$ cat src/rtl/dec_to_bin_serial.sv
// Serial packed-BCD to binary converter.
// Consumes one BCD digit per clock, most significant digit first, using
// acc = acc*10 + digit with the multiply built from two shifts and an add.
// A conversion is accepted in IDLE, runs DIGITS cycles in CONV, and then
// spends one cycle in DONE where done_o pulses.
//
// Handshake: start_i is sampled only while busy_o is low. A high start_i on
// an IDLE edge captures bcd_i. Requests made while busy_o is high, including
// the DONE cycle, are dropped rather than queued. bin_o/err_o become valid
// in the cycle where done_o is high and hold until the next done_o pulse.
module dec_to_bin_serial #(
   parameter int DIGITS = 3,
   parameter int OUT_W  = 10
) (
   input  logic                  clk,
   input  logic                  rst,
   input  logic                  start_i,
   input  logic [4*DIGITS-1:0]   bcd_i,
   output logic                  busy_o,
   output logic                  done_o,
   output logic [OUT_W-1:0]      bin_o,
   output logic                  err_o,
   output logic [1:0]            state_o
);

   localparam int SR_W  = 4 * DIGITS;
   localparam int CNT_W = (DIGITS > 1) ? $clog2(DIGITS) : 1;

   localparam logic [1:0] ST_IDLE = 2'd0;
   localparam logic [1:0] ST_CONV = 2'd1;
   localparam logic [1:0] ST_DONE = 2'd2;

   logic [1:0]        state;
   logic [SR_W-1:0]   sr;
   logic [OUT_W-1:0]  acc;
   logic [CNT_W-1:0]  cnt;
   logic              err_flag;

   logic [3:0]        digit;
   logic              digit_bad;
   logic [OUT_W-1:0]  acc_times10;
   logic [OUT_W-1:0]  acc_next;
   logic              err_next;
   logic              last_digit;

   // Digit datapath: next accumulator and error flag for the digit at the top of sr.
   always_comb begin
      digit       = sr[SR_W-1 -: 4];
      digit_bad   = (digit > 4'd9);
      acc_times10 = (acc << 3) + (acc << 1);
      acc_next    = acc_times10 + OUT_W'(digit);
      err_next    = err_flag | digit_bad;
      last_digit  = (cnt == '0);
   end

   // Control FSM and datapath registers; reset wins over every transition.
   always_ff @(posedge clk) begin
      if (rst) begin
         state    <= ST_IDLE;
         sr       <= '0;
         acc      <= '0;
         cnt      <= '0;
         err_flag <= 1'b0;
         bin_o    <= '0;
         err_o    <= 1'b0;
      end else begin
         case (state)
            ST_IDLE: begin
               if (start_i) begin
                  sr       <= bcd_i;
                  acc      <= '0;
                  err_flag <= 1'b0;
                  cnt      <= CNT_W'(DIGITS - 1);
                  state    <= ST_CONV;
               end
            end
            ST_CONV: begin
               sr       <= sr << 4;
               acc      <= acc_next;
               err_flag <= err_next;
               if (last_digit) begin
                  // An invalid digit anywhere forces a zero result.
                  bin_o <= err_next ? '0 : acc_next;
                  err_o <= err_next;
                  state <= ST_DONE;
               end else begin
                  cnt <= cnt - CNT_W'(1);
               end
            end
            ST_DONE: begin
               state <= ST_IDLE;
            end
            default: begin
               state <= ST_IDLE;
            end
         endcase
      end
   end

   // Status outputs decoded straight from the state register.
   always_comb begin
      busy_o  = (state == ST_CONV) || (state == ST_DONE);
      done_o  = (state == ST_DONE);
      state_o = state;
   end

endmodule

$ cat config.mk
export PLATFORM = sky130hd
export DESIGN_NAME = dec_to_bin_serial
export DESIGN_NICKNAME = d
export VERILOG_FILES = /design/src/rtl/dec_to_bin_serial.sv
export SDC_FILE = /design/constraint.sdc
export NUM_CORES = 1
export LEC_CHECK = 0
export ABC_AREA = 1
export BUFFER_PORTS_ARGS = -buffer_cell sky130_fd_sc_hd__buf_2
export CAP_MARGIN = 20
export CORE_ASPECT_RATIO = 1.25
export CORE_UTILIZATION = 35
export DETAILED_ROUTE_END_ITERATION = 8
export SLEW_MARGIN = 20
export SYNTH_ARGS = -nofsm -noshare
export SYNTH_HDL_FRONTEND = slang
export SYNTH_SLANG_ARGS = --single-unit
export TNS_END_PERCENT = 30
$ cat constraint.sdc
create_clock -name clk -period 3.6 [get_ports clk]
set_clock_uncertainty 0.1 [all_clocks]
set_input_delay 0.72 -clock clk [delete_from_list [all_inputs] [get_ports clk]]
set_output_delay 0.72 -clock clk [all_outputs]
set_load 0.1 [all_outputs]
==> implementation parameters, run 1 <==
Parameter                              Value

STA
  Highest Clock Rate    between 400 and 500 MHz
  Final period utilization    around 63%
  Final setup TNS    0 ns
  Transition time at the pin with the least slew margin    roughly 0.58 ns
  Slew margin rel.    between 60% and 70%
  Number of hold violations in the final report    0
  Final slew viol count    0
  Crit path time final    2.27 ns
  Setup repair after global routing missed its margin    no
  Final number of setup-violating endpoints    0

Drt
  Count of TritonRoute iterations in the first routing pass    4
  Met2 wire len    approximately 2000 microns
  Count of unresolved DRC violations after routing    0
  Via count    approximately 1700
  Average detailed-routed wire length per instance    between 10 and 15 microns
  Met1 Routed Length    1780 microns
  Final WL    approximately 4000 microns
  Antenna Nets Post-Route    0
  Highest signal layer in the routed design    met4
  Starting DRC count in detailed routing    53
  DR WL met3    approximately 130 microns
  Per-cell via count in the routed design    4.69

Pwr
  Pwr Total    between 0.0015 and 0.002 W
  Pleak    1.08 nW
  Sequential power share    35.0%
  Part of the power in the clock network    between 10% and 20%
  NetSw    between 0.0007 and 0.0008 W
  Combinational power share    between 40 and 50%
  Cell-internal power    about 0.00082 W
  Power density normalized to cell area    just over 700 mW/mm^2
  Worst IR Drop VDD    between 0.0006 and 0.0007 V
  Switching Share    between 40% and 50%

Setup path
  Stages on worst setup path    8
  Series of cell instances along the critical path    inv_1 > fa_1 > fa_1 > o21ai_0 > nand2_1 > xnor2_1 > nand2_1 > a21oi_1
  Cell family contributing the most delay on the critical path    adder cells
  CP Data Arrival Time    between 2 and 2.5 ns
  Crit path required time    between 3 and 4 ns
  Endpoint class of the critical path    flip-flop
  Reg-to-reg critical path endpoint    bin_o[6]$_SDFFE_PP0P_
  Capturing instance or port of the critical path    bin_o[6]$_SDFFE_PP0P_
  Critical path class    reg2reg
  Max FO, Critical Path    3
  Worst R2R Path Depth    8
  Critical path's largest stage delay    0.52 ns
  Startpoint kind of the worst setup timing path    flip-flop
  Worst R2R Start    sr[11]$_SDFFE_PP0P_
  Crit path max-delay cell type    sky130_fd_sc_hd__fa_1
  Number of buffer and inverter stages on the critical path    1
  Critical path launch point    sr[11]$_SDFFE_PP0P_
  Internal reg-to-reg setup slack    roughly 1.3 ns

Floorplan
  Die height    about 86 microns
  Placeable core region    0.00544 sq mm
  Overall die width    between 60 and 70 microns
  Ports    30
  Site row count    30
  Starting density of the core    between 30 and 40%
  Full die area    0.00601 sq mm

Placement
  Placer congestion estimate    0.813
  Final HPWL from detailed placement    between 3000 and 4000 microns
  IO Port Bufs    29
  Placed Cells incl. Taps    350
  Post-DP Area    approximately 0.0022 sq mm

Yosys
  Cell types with the largest area share after synthesis    sky130_fd_sc_hd__dfxtp_1 (37%), sky130_fd_sc_hd__nand2_1 (14%), sky130_fd_sc_hd__ha_1 (11%), sky130_fd_sc_hd__a21oi_1 (6.3%), sky130_fd_sc_hd__inv_1 (5.6%)
  Count leader, synth    sky130_fd_sc_hd__nand2_1
  Post-synthesis cell type count    29
  #FFs+latches synth    37
  Post-synthesis sequential area ratio    37.1%
  Post-synth EDFFs    0
  Most used flip-flop cell after synthesis    sky130_fd_sc_hd__dfxtp_1
  Post-synth top area cell    sky130_fd_sc_hd__dfxtp_1
  Synthesized area divided by synthesized cell count    approximately 7.5 sq um
  Most frequent cells after synthesis    sky130_fd_sc_hd__nand2_1 (77), sky130_fd_sc_hd__dfxtp_1 (37), sky130_fd_sc_hd__inv_1 (30)
  Count of synthesis-stage warnings from yosys    0
  Post-synth top area share    between 30% and 40%
  Post-synthesis async set-or-reset flop share    0%
  Syn Inst Count    265
  Mapped Area    ~0.0020 sq mm
  Nets in the synthesized netlist    300

CTS
  H-tree lvl count    2
  Clock tree from TritonCTS    done
  Clock Tree Root    sky130_fd_sc_hd__clkbuf_8
  Clock slew seen by the registers of the worst setup and hold paths    around 0.070 ns
  Clock sink count    37
  Maximum number of buffers from clock root to sink    2
  Cts bufs inserted    5
  Clock latency of the later-clocked register in the worst-skew pair    ~0.29 ns
  Buffer count from post-CTS setup fixing    0
  Hold-fix buffers at CTS    0
  Post-CTS resize count    0

Cells and area
  Design area    0.00224 sq mm
  Core utilization of the finished layout    between 40% and 50%
  Antenna diodes    0
  Ratio of cells with drive above 1 in the final layout    between 15 and 20%
  Non-filler cells, final    ~360
  Layout Area Growth over Synthesis    12.3%
  Final Net Count    328

Global routing
  Global-route usage over all layers    about 15%
  First-pass GRT wire length    7000 microns
  Via count of the first global-routing pass    ~1500
  Leftover overflow at the end of global routing    0
  Pin count of the biggest net entering global routing    22
  Number of antenna violations at the first check in global routing    0

Status
  Outcome    completed

Job
  Number of max-capacitance violations reported    0

Hold path
  Worst Hold Class    reg2reg
worst register-to-register path: stages, from the launching register on:
cell                      delay [ns]
sky130_fd_sc_hd__dfxtp_1        0.35
sky130_fd_sc_hd__inv_1          0.06
sky130_fd_sc_hd__fa_1           0.52
sky130_fd_sc_hd__fa_1           0.47
sky130_fd_sc_hd__o21ai_0        0.24
sky130_fd_sc_hd__nand2_1        0.09
sky130_fd_sc_hd__xnor2_1        0.19
sky130_fd_sc_hd__nand2_1        0.07
sky130_fd_sc_hd__a21oi_1        0.11
power by group through the flow:
stage / registers [W] / logic (W) / clock network [W]
3_3_place_gp: 0.000561 / 0.000760 / 0
4_1_cts: 0.000553 / 0.000763 / 0.000292
2_1_floorplan: 0.000699 / 0.000532 / 0
5_1_grt: 0.000566 / 0.000833 / 0.000305
3_5_place_dp: 0.000562 / 0.000761 / 0
6_report: 0.000552 / 0.000750 / 0.000277
worst min path at each step:
stage / slack, ns / to / cells past startpoint / startpoint
6_report: 0.36 / bin_o[3]$_SDFFE_PP0P_ / 2 / bin_o[3]$_SDFFE_PP0P_
4_1_cts: 0.37 / bin_o[3]$_SDFFE_PP0P_ / 2 / bin_o[3]$_SDFFE_PP0P_
3_3_place_gp: 0.34 / cnt[0]$_SDFFE_PP0P_ / 1 / cnt[0]$_SDFFE_PP0P_
5_1_grt: 0.38 / bin_o[4]$_SDFFE_PP0P_ / 2 / bin_o[4]$_SDFFE_PP0P_
3_5_place_dp: 0.35 / bin_o[3]$_SDFFE_PP0P_ / 2 / bin_o[3]$_SDFFE_PP0P_
2_1_floorplan: 0.33 / cnt[0]$_SDFFE_PP0P_ / 1 / cnt[0]$_SDFFE_PP0P_
placed cells by master, fill, tap and decap left out, types with 2 or more instances in the layout:
cell type	instances
sky130_fd_sc_hd__inv_2	4
sky130_fd_sc_hd__o21ai_0	3
sky130_fd_sc_hd__ha_1	18
sky130_fd_sc_hd__o21ai_1	10
sky130_fd_sc_hd__fa_1	2
sky130_fd_sc_hd__dfxtp_1	37
sky130_fd_sc_hd__clkbuf_8	5
sky130_fd_sc_hd__nor2_8	2
sky130_fd_sc_hd__nor2_1	13
sky130_fd_sc_hd__buf_2	29
sky130_fd_sc_hd__nor3_1	4
sky130_fd_sc_hd__a21oi_1	25
sky130_fd_sc_hd__nand3_1	11
sky130_fd_sc_hd__a31oi_1	8
sky130_fd_sc_hd__xnor2_1	2
sky130_fd_sc_hd__inv_1	30
sky130_fd_sc_hd__nand2_1	77
area by class of cell:
cell class	instances	area (sq um)
clock buffers	6	72.6
clock inverters	1	8.76
fillers	591	3200
inverters	35	134
multi-input cells	185	1060
flip-flops and latches	37	741
well taps	64	80.1
repair buffers	29	145
per-layer routing:
layer | up-vias | GRT usage, %
li1 | 910 | -
met1 | 731 | 16.6
met2 | 27 | 27.3
met3 | 8 | 3.02
met4 | 0 | 6.31
met5 | - | 0
logic make-up after synthesis:
kind of cell | after synthesis | synth area share, %
simple gates | 113 | 25.2
compound gates | 49 | 13.3
buf+inv | 43 | 9.79
flops | 37 | 37.1
fa+ha+maj | 20 | 13.3
xor+xnor | 3 | 1.32
flip-flops by register name, summed over array words and instances, names as in the netlist:
register / cells
acc: 9
bin_o: 10
cnt: 2
err_flag: 1
err_o: 1
sr: 12
state_o: 2
per-stage QoR:
stage	hold slack, ns	setup slack [ns]
2_1_floorplan	0.326	0.748
3_3_place_gp	0.345	1.37
3_5_place_dp	0.355	1.31
4_1_cts	0.366	1.29
5_1_grt	0.382	1.11
6_report	0.363	1.33
Note: power is estimated with default switching activity, not from simulation.
==> run 2: changes to the inputs <==
--- a/config.mk
+++ b/config.mk
@@ -5,7 +5,7 @@
 export SDC_FILE = /design/constraint.sdc
 export NUM_CORES = 1
 export LEC_CHECK = 0
-export ABC_AREA = 1
+export ABC_AREA = 0
 export BUFFER_PORTS_ARGS = -buffer_cell sky130_fd_sc_hd__buf_2
 export CAP_MARGIN = 20
 export CORE_ASPECT_RATIO = 1.25
==> constraint.sdc (replaced) <==
create_clock -name clk -period 2.3 [get_ports clk]
set_clock_uncertainty 0.1 [all_clocks]
set_input_delay 0.46 -clock clk [delete_from_list [all_inputs] [get_ports clk]]
set_output_delay 0.46 -clock clk [all_outputs]
set_load 0.1 [all_outputs]
==> run 2 against run 1 <==
  * Non-clock buffer count grew 12
  * Highest routed layer unchanged
  * Critical path type unchanged
  * Total power is 39% higher
  * Combinational power rose by 10%
  * Wire length increased by 29%
==> implementation parameters, run 2 <==
Parameter                              Value

CTS
  Hold-fix buffers at CTS    0
  Buffer count from post-CTS setup fixing    0
  H-tree lvl count    2
  Clock tree from TritonCTS    done
  Maximum number of buffers from clock root to sink    2
  Clock sink count    37
  Clock latency of the later-clocked register in the worst-skew pair    0.29 ns
  Clock Tree Root    sky130_fd_sc_hd__clkbuf_8
  Clock slew seen by the registers of the worst setup and hold paths    roughly 0.08 ns
  Cts bufs inserted    5

Setup path
  Startpoint kind of the worst setup timing path    flip-flop
  Endpoint class of the critical path    flip-flop
  Max FO, Critical Path    3
  Worst R2R Path Depth    9
  Crit path required time    2.38 ns
  Worst R2R Start    sr[11]$_SDFFE_PP0P_
  Internal reg-to-reg setup slack    between 0.02 and 0.03 ns
  CP Data Arrival Time    between 2 and 2.5 ns
  Reg-to-reg critical path endpoint    acc[7]$_SDFFE_PP0P_
  Critical path class    reg2reg

Pwr
  Part of the power in the clock network    between 20% and 30%
  Switching Share    between 30% and 40%
  Power density normalized to cell area    between 800 and 900 mW/mm^2
  Combinational power share    around 38%
  Sequential power share    a little over a third
  NetSw    0.000847 W
  Pleak    ~1.1 nW
  Cell-internal power    roughly 0.0013 W
  Worst IR Drop VDD    0.000614 V

STA
  Final slew viol count    0
  Highest Clock Rate    440 MHz
  Min setup slack post-route    0.0283 ns
  Slew margin rel.    ~68%
  Final hold slack    0.389 ns
  Final setup TNS    0 ns
  Number of hold violations in the final report    0
  Final number of setup-violating endpoints    0
  Final period utilization    98.8%
  Setup repair after global routing missed its margin    yes
  Crit path time final    2.27 ns
  Transition time at the pin with the least slew margin    0.484 ns

Placement
  Post-place setup slack    -0.0665 ns
  Post-DP Area    around 0.0025 sq mm
  Final HPWL from detailed placement    3720 microns
  Placer congestion estimate    0.835
  IO Port Bufs    29

Cells and area
  Antenna diodes    0
  Design area    between 0.002 and 0.003 sq mm
  Final Net Count    around 320
  Filler Cells Inserted    605
  Largest registers in the final layout    sr x12, bin_o x10, acc x9
  Most frequent cells in the layout    sky130_fd_sc_hd__nor2_1 (37), sky130_fd_sc_hd__dfxtp_1 (31), sky130_fd_sc_hd__buf_2 (29), sky130_fd_sc_hd__a21oi_1 (21), sky130_fd_sc_hd__ha_1 (15)
  Top reg by flops    sr
  Ratio of cells with drive above 1 in the final layout    about 31%
  Max FFs per register    12
  Layout Area Growth over Synthesis    21.1%
  Commonest non-fill, non-tap cell in the layout    sky130_fd_sc_hd__nor2_1

Yosys
  Synthesized area divided by synthesized cell count    between 9 and 10 sq um
  Cell types with the largest area share after synthesis    sky130_fd_sc_hd__dfxtp_1 (34%), sky130_fd_sc_hd__ha_1 (10%), sky130_fd_sc_hd__nor2_1 (6.3%), sky130_fd_sc_hd__a21oi_1 (5.0%), sky130_fd_sc_hd__a211oi_2 (4.5%)
  Most used flip-flop cell after synthesis    sky130_fd_sc_hd__dfxtp_1
  Most frequent cells after synthesis    sky130_fd_sc_hd__dfxtp_1 (37), sky130_fd_sc_hd__nor2_1 (37), sky130_fd_sc_hd__a21oi_1 (22)
  Count of synthesis-stage warnings from yosys    0
  #FFs+latches synth    37
  Post-synthesis sequential area ratio    between 30 and 40%
  Post-synth EDFFs    0
  Post-synthesis cell type count    49
  Post-synth top area share    roughly 34%
  Nets in the synthesized netlist    between 200 and 300
  Mapped Area    0.00220 sq mm
  Post-synthesis async set-or-reset flop share    0%
  Post-synth top area cell    sky130_fd_sc_hd__dfxtp_1
  Syn Inst Count    around 240

Hold path
  Worst Hold Class    reg2reg
  Hold Path End    acc[8]$_SDFFE_PP0P_
  Worst hold path startpoint    acc[8]$_SDFFE_PP0P_
  Hold depth    2

Drt
  Via count    between 1500 and 2000
  Per-cell via count in the routed design    5.06
  Average detailed-routed wire length per instance    about 14 microns
  Starting DRC count in detailed routing    approximately 110
  Count of unresolved DRC violations after routing    0
  Antenna Nets Post-Route    0
  Final WL    5100 microns
  Count of TritonRoute iterations in the first routing pass    4

Floorplan
  Overall die width    approximately 73 microns
  Placeable core region    ~0.006 sq mm
  Starting density of the core    about 37%
  Full die area    0.00662 sq mm
  Ports    30
  Die height    90.7 microns
  Site row count    31

Global routing
  First-pass GRT wire length    8740 microns
  Pin count of the biggest net entering global routing    24
  Number of antenna violations at the first check in global routing    0
  Global-route usage over all layers    16.9%
  Via count of the first global-routing pass    between 1500 and 2000
  Leftover overflow at the end of global routing    0

Status
  Outcome    completed

Job
  Number of max-capacitance violations reported    0
run 2: cell types whose count changed in the layout (fill, tap and decap cells not counted), moves of 6 or more:
cell                       delta
sky130_fd_sc_hd__a211oi_2     +8
sky130_fd_sc_hd__a22oi_1      +8
sky130_fd_sc_hd__a31oi_1      -8
sky130_fd_sc_hd__buf_4       +12
sky130_fd_sc_hd__dfxtp_1      -6
sky130_fd_sc_hd__dfxtp_2      +6
sky130_fd_sc_hd__inv_1       -18
sky130_fd_sc_hd__mux2i_1      +9
sky130_fd_sc_hd__nand2_1     -70
sky130_fd_sc_hd__nand3_1      -7
sky130_fd_sc_hd__nor2_1      +24
sky130_fd_sc_hd__nor2b_1      +6
sky130_fd_sc_hd__o21ai_1      -7
run 2: worst max-delay path by stage:
stage / slack [ns] / end / cells after the start / from
after floorplan: -0.03 / acc[5]$_SDFFE_PP0P_ / 9 / sr[11]$_SDFFE_PP0P_
after global placement: -0.03 / acc[5]$_SDFFE_PP0P_ / 9 / sr[11]$_SDFFE_PP0P_
after detailed placement: -0.07 / bin_o[8]$_SDFFE_PP0P_ / 8 / sr[11]$_SDFFE_PP0P_
after CTS: 0.008 / acc[4]$_SDFFE_PP0P_ / 7 / acc[0]$_SDFFE_PP0P_
after global routing: -0.06 / bin_o[5]$_SDFFE_PP0P_ / 10 / sr[11]$_SDFFE_PP0P_
final: 0.03 / acc[7]$_SDFFE_PP0P_ / 9 / sr[11]$_SDFFE_PP0P_
run 2: worst max-delay path: stages, from the launching register on:
cell and delay (ns):
sky130_fd_sc_hd__dfxtp_2 0.34, sky130_fd_sc_hd__inv_2 0.04, sky130_fd_sc_hd__fa_1 0.59, sky130_fd_sc_hd__inv_2 0.06, sky130_fd_sc_hd__ha_4 0.25, sky130_fd_sc_hd__a21oi_4 0.16
sky130_fd_sc_hd__o2111ai_2 0.18, sky130_fd_sc_hd__xor2_2 0.20, sky130_fd_sc_hd__a22oi_1 0.17, sky130_fd_sc_hd__a21oi_1 0.08
run 2: timing repair:
action                                  CTS  global route
endpoints found under the setup margin   10             9
pin swaps                                 6             9
gates cloned                              0             0
gates resized for setup                   5            16
run 2: power groups by stage:
| stage | Sequential [W] | Combinational [W] | Clock, W |
|---|---|---|---|
| global placement | 0.000771 | 0.000781 | 0 |
| detailed placement | 0.000774 | 0.000788 | 0 |
| floorplan | 0.000875 | 0.000524 | 0 |
| finish | 0.000763 | 0.000828 | 0.000597 |
| CTS | 0.000759 | 0.000806 | 0.000615 |
| global route | 0.000774 | 0.000904 | 0.000642 |
run 2: cell families after synthesis:
| group | synth area share, % |
|---|---|
| compound gates | 23.0 |
| xor+xnor | 1.99 |
| fa+ha+maj | 12.0 |
| buf+inv | 6.30 |
| flops | 33.6 |
| mux | 5.11 |
| simple gates | 17.9 |
run 2: per-layer routing:
layer	wire length (microns)	GRT usage [%]	share of wire [%]
met4	86	7.68	1.7
met5	0	0	0
met3	120	3.13	2.4
met1	2260	19.8	44
met2	2640	29.3	52
run 2: final cells by class:
class	instances	area, sq um	share of cell area [%]
clock buffers	7	86.3	3.23
clock inverters	1	30.0	1.13
inverters	15	56.3	2.11
multi-input cells	180	1410	52.8
flip-flops and latches	37	748	28.0
well taps	82	103	3.84
repair buffers	41	235	8.81
run 2: stage by stage:
| stage | power, W | instances | util (%) |
|---|---|---|---|
| final | 0.00219 | 363 | 45.0 |
| after global routing | 0.00232 | 363 | 45.0 |
| after CTS | 0.00218 | 363 | 43.9 |
| after detailed placement | 0.00156 | 355 | 41.5 |
| after global placement | 0.00155 | 355 | 41.5 |
| after floorplan | 0.00140 | 244 | - |
==> run 3: changes to the inputs <==
--- a/config.mk
+++ b/config.mk
@@ -6,12 +6,14 @@
 export NUM_CORES = 1
 export LEC_CHECK = 0
 export ABC_AREA = 0
+export ABC_CLOCK_PERIOD_IN_PS = 2300
 export BUFFER_PORTS_ARGS = -buffer_cell sky130_fd_sc_hd__buf_2
 export CAP_MARGIN = 20
 export CORE_ASPECT_RATIO = 1.25
 export CORE_UTILIZATION = 35
 export DETAILED_ROUTE_END_ITERATION = 8
-export SLEW_MARGIN = 20
+export SETUP_SLACK_MARGIN = 0.15
+export SLEW_MARGIN = 30
 export SYNTH_ARGS = -nofsm -noshare
 export SYNTH_HDL_FRONTEND = slang
 export SYNTH_SLANG_ARGS = --single-unit
==> run 3 against run 2 <==
  * Non-clock buffer count rose by 2
  * Clock power fell by 3.7%
  * Maximum frequency increased by 0.73%
  * Sequential power is essentially flat
  * Core utilization is 0.19 points higher
  * Largest power group unchanged
==> implementation parameters, run 3 (same netlist as run 2, synthesis figures left out) <==
Parameter                              Value

Pwr
  Power density normalized to cell area    807 mW/mm^2
  Pleak    ~1.2 nW
  Worst IR Drop VDD    around 0.00056 V

Cells and area
  Top reg by flops    sr
  Area used by sequential logic in the layout    ~750 sq um
  Antenna diodes    0
  Commonest non-fill, non-tap cell in the layout    sky130_fd_sc_hd__nor2_1
  Final Net Count    317
  Total area of multi-input combinational cells    between 0.001 and 0.0015 sq mm
  Filler Cells Inserted    578
  Most frequent cells in the layout    sky130_fd_sc_hd__nor2_1 (37), sky130_fd_sc_hd__dfxtp_1 (30), sky130_fd_sc_hd__buf_2 (29), sky130_fd_sc_hd__a21oi_1 (20), sky130_fd_sc_hd__ha_1 (15)
  Ratio of cells with drive above 1 in the final layout    about a third
  Design area    between 0.002 and 0.003 sq mm
  Largest registers in the final layout    sr x12, bin_o x10, acc x9
  Non-filler cells, final    roughly 370
  Core utilization of the finished layout    45.2%
  Max FFs per register    12
  Layout Area Growth over Synthesis    21.6%

Drt
  Final WL    4970 microns
  Via count    1847
  Antenna Nets Post-Route    0
  Count of unresolved DRC violations after routing    0
  Count of TritonRoute iterations in the first routing pass    4
  Average detailed-routed wire length per instance    13.6 microns
  Starting DRC count in detailed routing    between 90 and 100
  Per-cell via count in the routed design    between 5 and 6

Status
  Outcome    completed

CTS
  Clock latency of the later-clocked register in the worst-skew pair    0.29 ns
  Maximum number of buffers from clock root to sink    2
  Clock tree from TritonCTS    done
  Clock slew seen by the registers of the worst setup and hold paths    around 0.08 ns
  H-tree lvl count    2
  Cts bufs inserted    5
  Clock Tree Root    sky130_fd_sc_hd__clkbuf_8
  Clock sink count    37

Placement
  Post-place setup slack    -0.0626 ns
  Placer congestion estimate    ~0.8
  Placed Cells incl. Taps    ~360
  Final HPWL from detailed placement    ~3700 microns
  IO Port Bufs    29
  Post-DP Area    ~0.0025 sq mm

Global routing
  First-pass GRT wire length    roughly 8600 microns
  Pin count of the biggest net entering global routing    26
  Via count of the first global-routing pass    1865
  Number of antenna violations at the first check in global routing    0
  Global-route usage over all layers    16.5%
  Leftover overflow at the end of global routing    0

Floorplan
  Starting density of the core    a little under two fifths
  Full die area    0.00662 sq mm
  Site row count    31
  Die height    a little over 90 microns
  Placeable core region    0.00593 sq mm
  Ports    30
  Overall die width    approximately 73 microns

Setup path
  Crit path required time    2.39 ns
  Critical path class    reg2reg
  Endpoint class of the critical path    flip-flop
  Max FO, Critical Path    3
  Startpoint kind of the worst setup timing path    flip-flop
  CP Data Arrival Time    approximately 2.3 ns

STA
  Min setup slack post-route    ~0.045 ns
  Setup repair after global routing missed its margin    yes
  Number of hold violations in the final report    0
  Highest Clock Rate    approximately 440 MHz
  Final slew viol count    0
  Final number of setup-violating endpoints    0
  Transition time at the pin with the least slew margin    between 0.5 and 0.6 ns
  Crit path time final    roughly 2.3 ns
  Final setup TNS    0 ns
  Slew margin rel.    between 60 and 70%
  Final period utilization    slightly below 100%

Hold path
  Worst Hold Class    reg2reg

Job
  Number of max-capacitance violations reported    0
==> run 3: cell count changes in the layout (fill, tap and decap cells not counted), sizes merged <==
cell	delta
buf	+2
clkbuf	-2
clkinv	+1
inv	+1
==> run 3: per-stage QoR <==
step	hold slack [ns]	power [W]
6_report	0.394	0.00216
5_1_grt	0.430	0.00228
4_1_cts	0.398	0.00215
3_5_place_dp	0.384	0.00156
3_3_place_gp	0.370	0.00155
2_1_floorplan	0.363	0.00140
==> run 3: worst paths after layout <==
check	to	startpoint	slack [ns]	cells after the start
hold reg to reg	bin_o[9]$_SDFFE_PP0P_	bin_o[9]$_SDFFE_PP0P_	0.39	2
hold / removal	bin_o[9]$_SDFFE_PP0P_	bin_o[9]$_SDFFE_PP0P_	0.39	2
setup / recovery	acc[5]$_SDFFE_PP0P_	acc[2]$_SDFFE_PP0P_	0.04	9
setup reg to reg	acc[5]$_SDFFE_PP0P_	acc[2]$_SDFFE_PP0P_	0.04	9
==> run 3: final cells by class <==
| cell class | instances | area share, % |
|---|---|---|
| timing repair buffer | 43 | 9.34 |
| clock buffer | 5 | 2.57 |
| sequential | 37 | 28.0 |
| clock inverter | 3 | 1.63 |
| multi-input combinational | 180 | 52.6 |
| inverter | 15 | 2.10 |
| tap | 82 | 3.83 |
==> run 3: repair_timing <==
| action | in CTS | in global routing |
|---|---|---|
| hold buffers | 0 | 0 |
| setup endpoints to repair | 10 | 12 |
| resized for setup | 14 | 8 |
| setup buffers | 2 | 0 |
| pin swaps | 20 | 19 |
==> run 3: per-layer routing <==
metal / global-route usage, % / vias to the layer above / routed length [microns]
li1: - / 950 / -
met1: 20.0 / 852 / 2220
met2: 28.6 / 36 / 2490
met3: 3.46 / 9 / 153
met4: 4.90 / 0 / 104
met5: 0 / - / 0
==> run 3: worst max-delay path, stage by stage (launching register included) <==
cell	delay [ns]
sky130_fd_sc_hd__dfxtp_2	0.33
sky130_fd_sc_hd__inv_2	0.04
sky130_fd_sc_hd__fa_1	0.59
sky130_fd_sc_hd__inv_2	0.06
sky130_fd_sc_hd__ha_4	0.22
sky130_fd_sc_hd__a21oi_4	0.16
sky130_fd_sc_hd__o21bai_1	0.10
sky130_fd_sc_hd__xor2_1	0.19
sky130_fd_sc_hd__a221oi_2	0.28
sky130_fd_sc_hd__a21oi_2	0.08
==> run 3: power by group <==
| group | internal [W] | leakage (nW) | switching (W) |
|---|---|---|---|
| Sequential | 0.000713 | 0.304 | 0.0000475 |
| Combinational | 0.000276 | 0.796 | 0.000551 |
| Clock | 0.000325 | 0.0585 | 0.000250 |
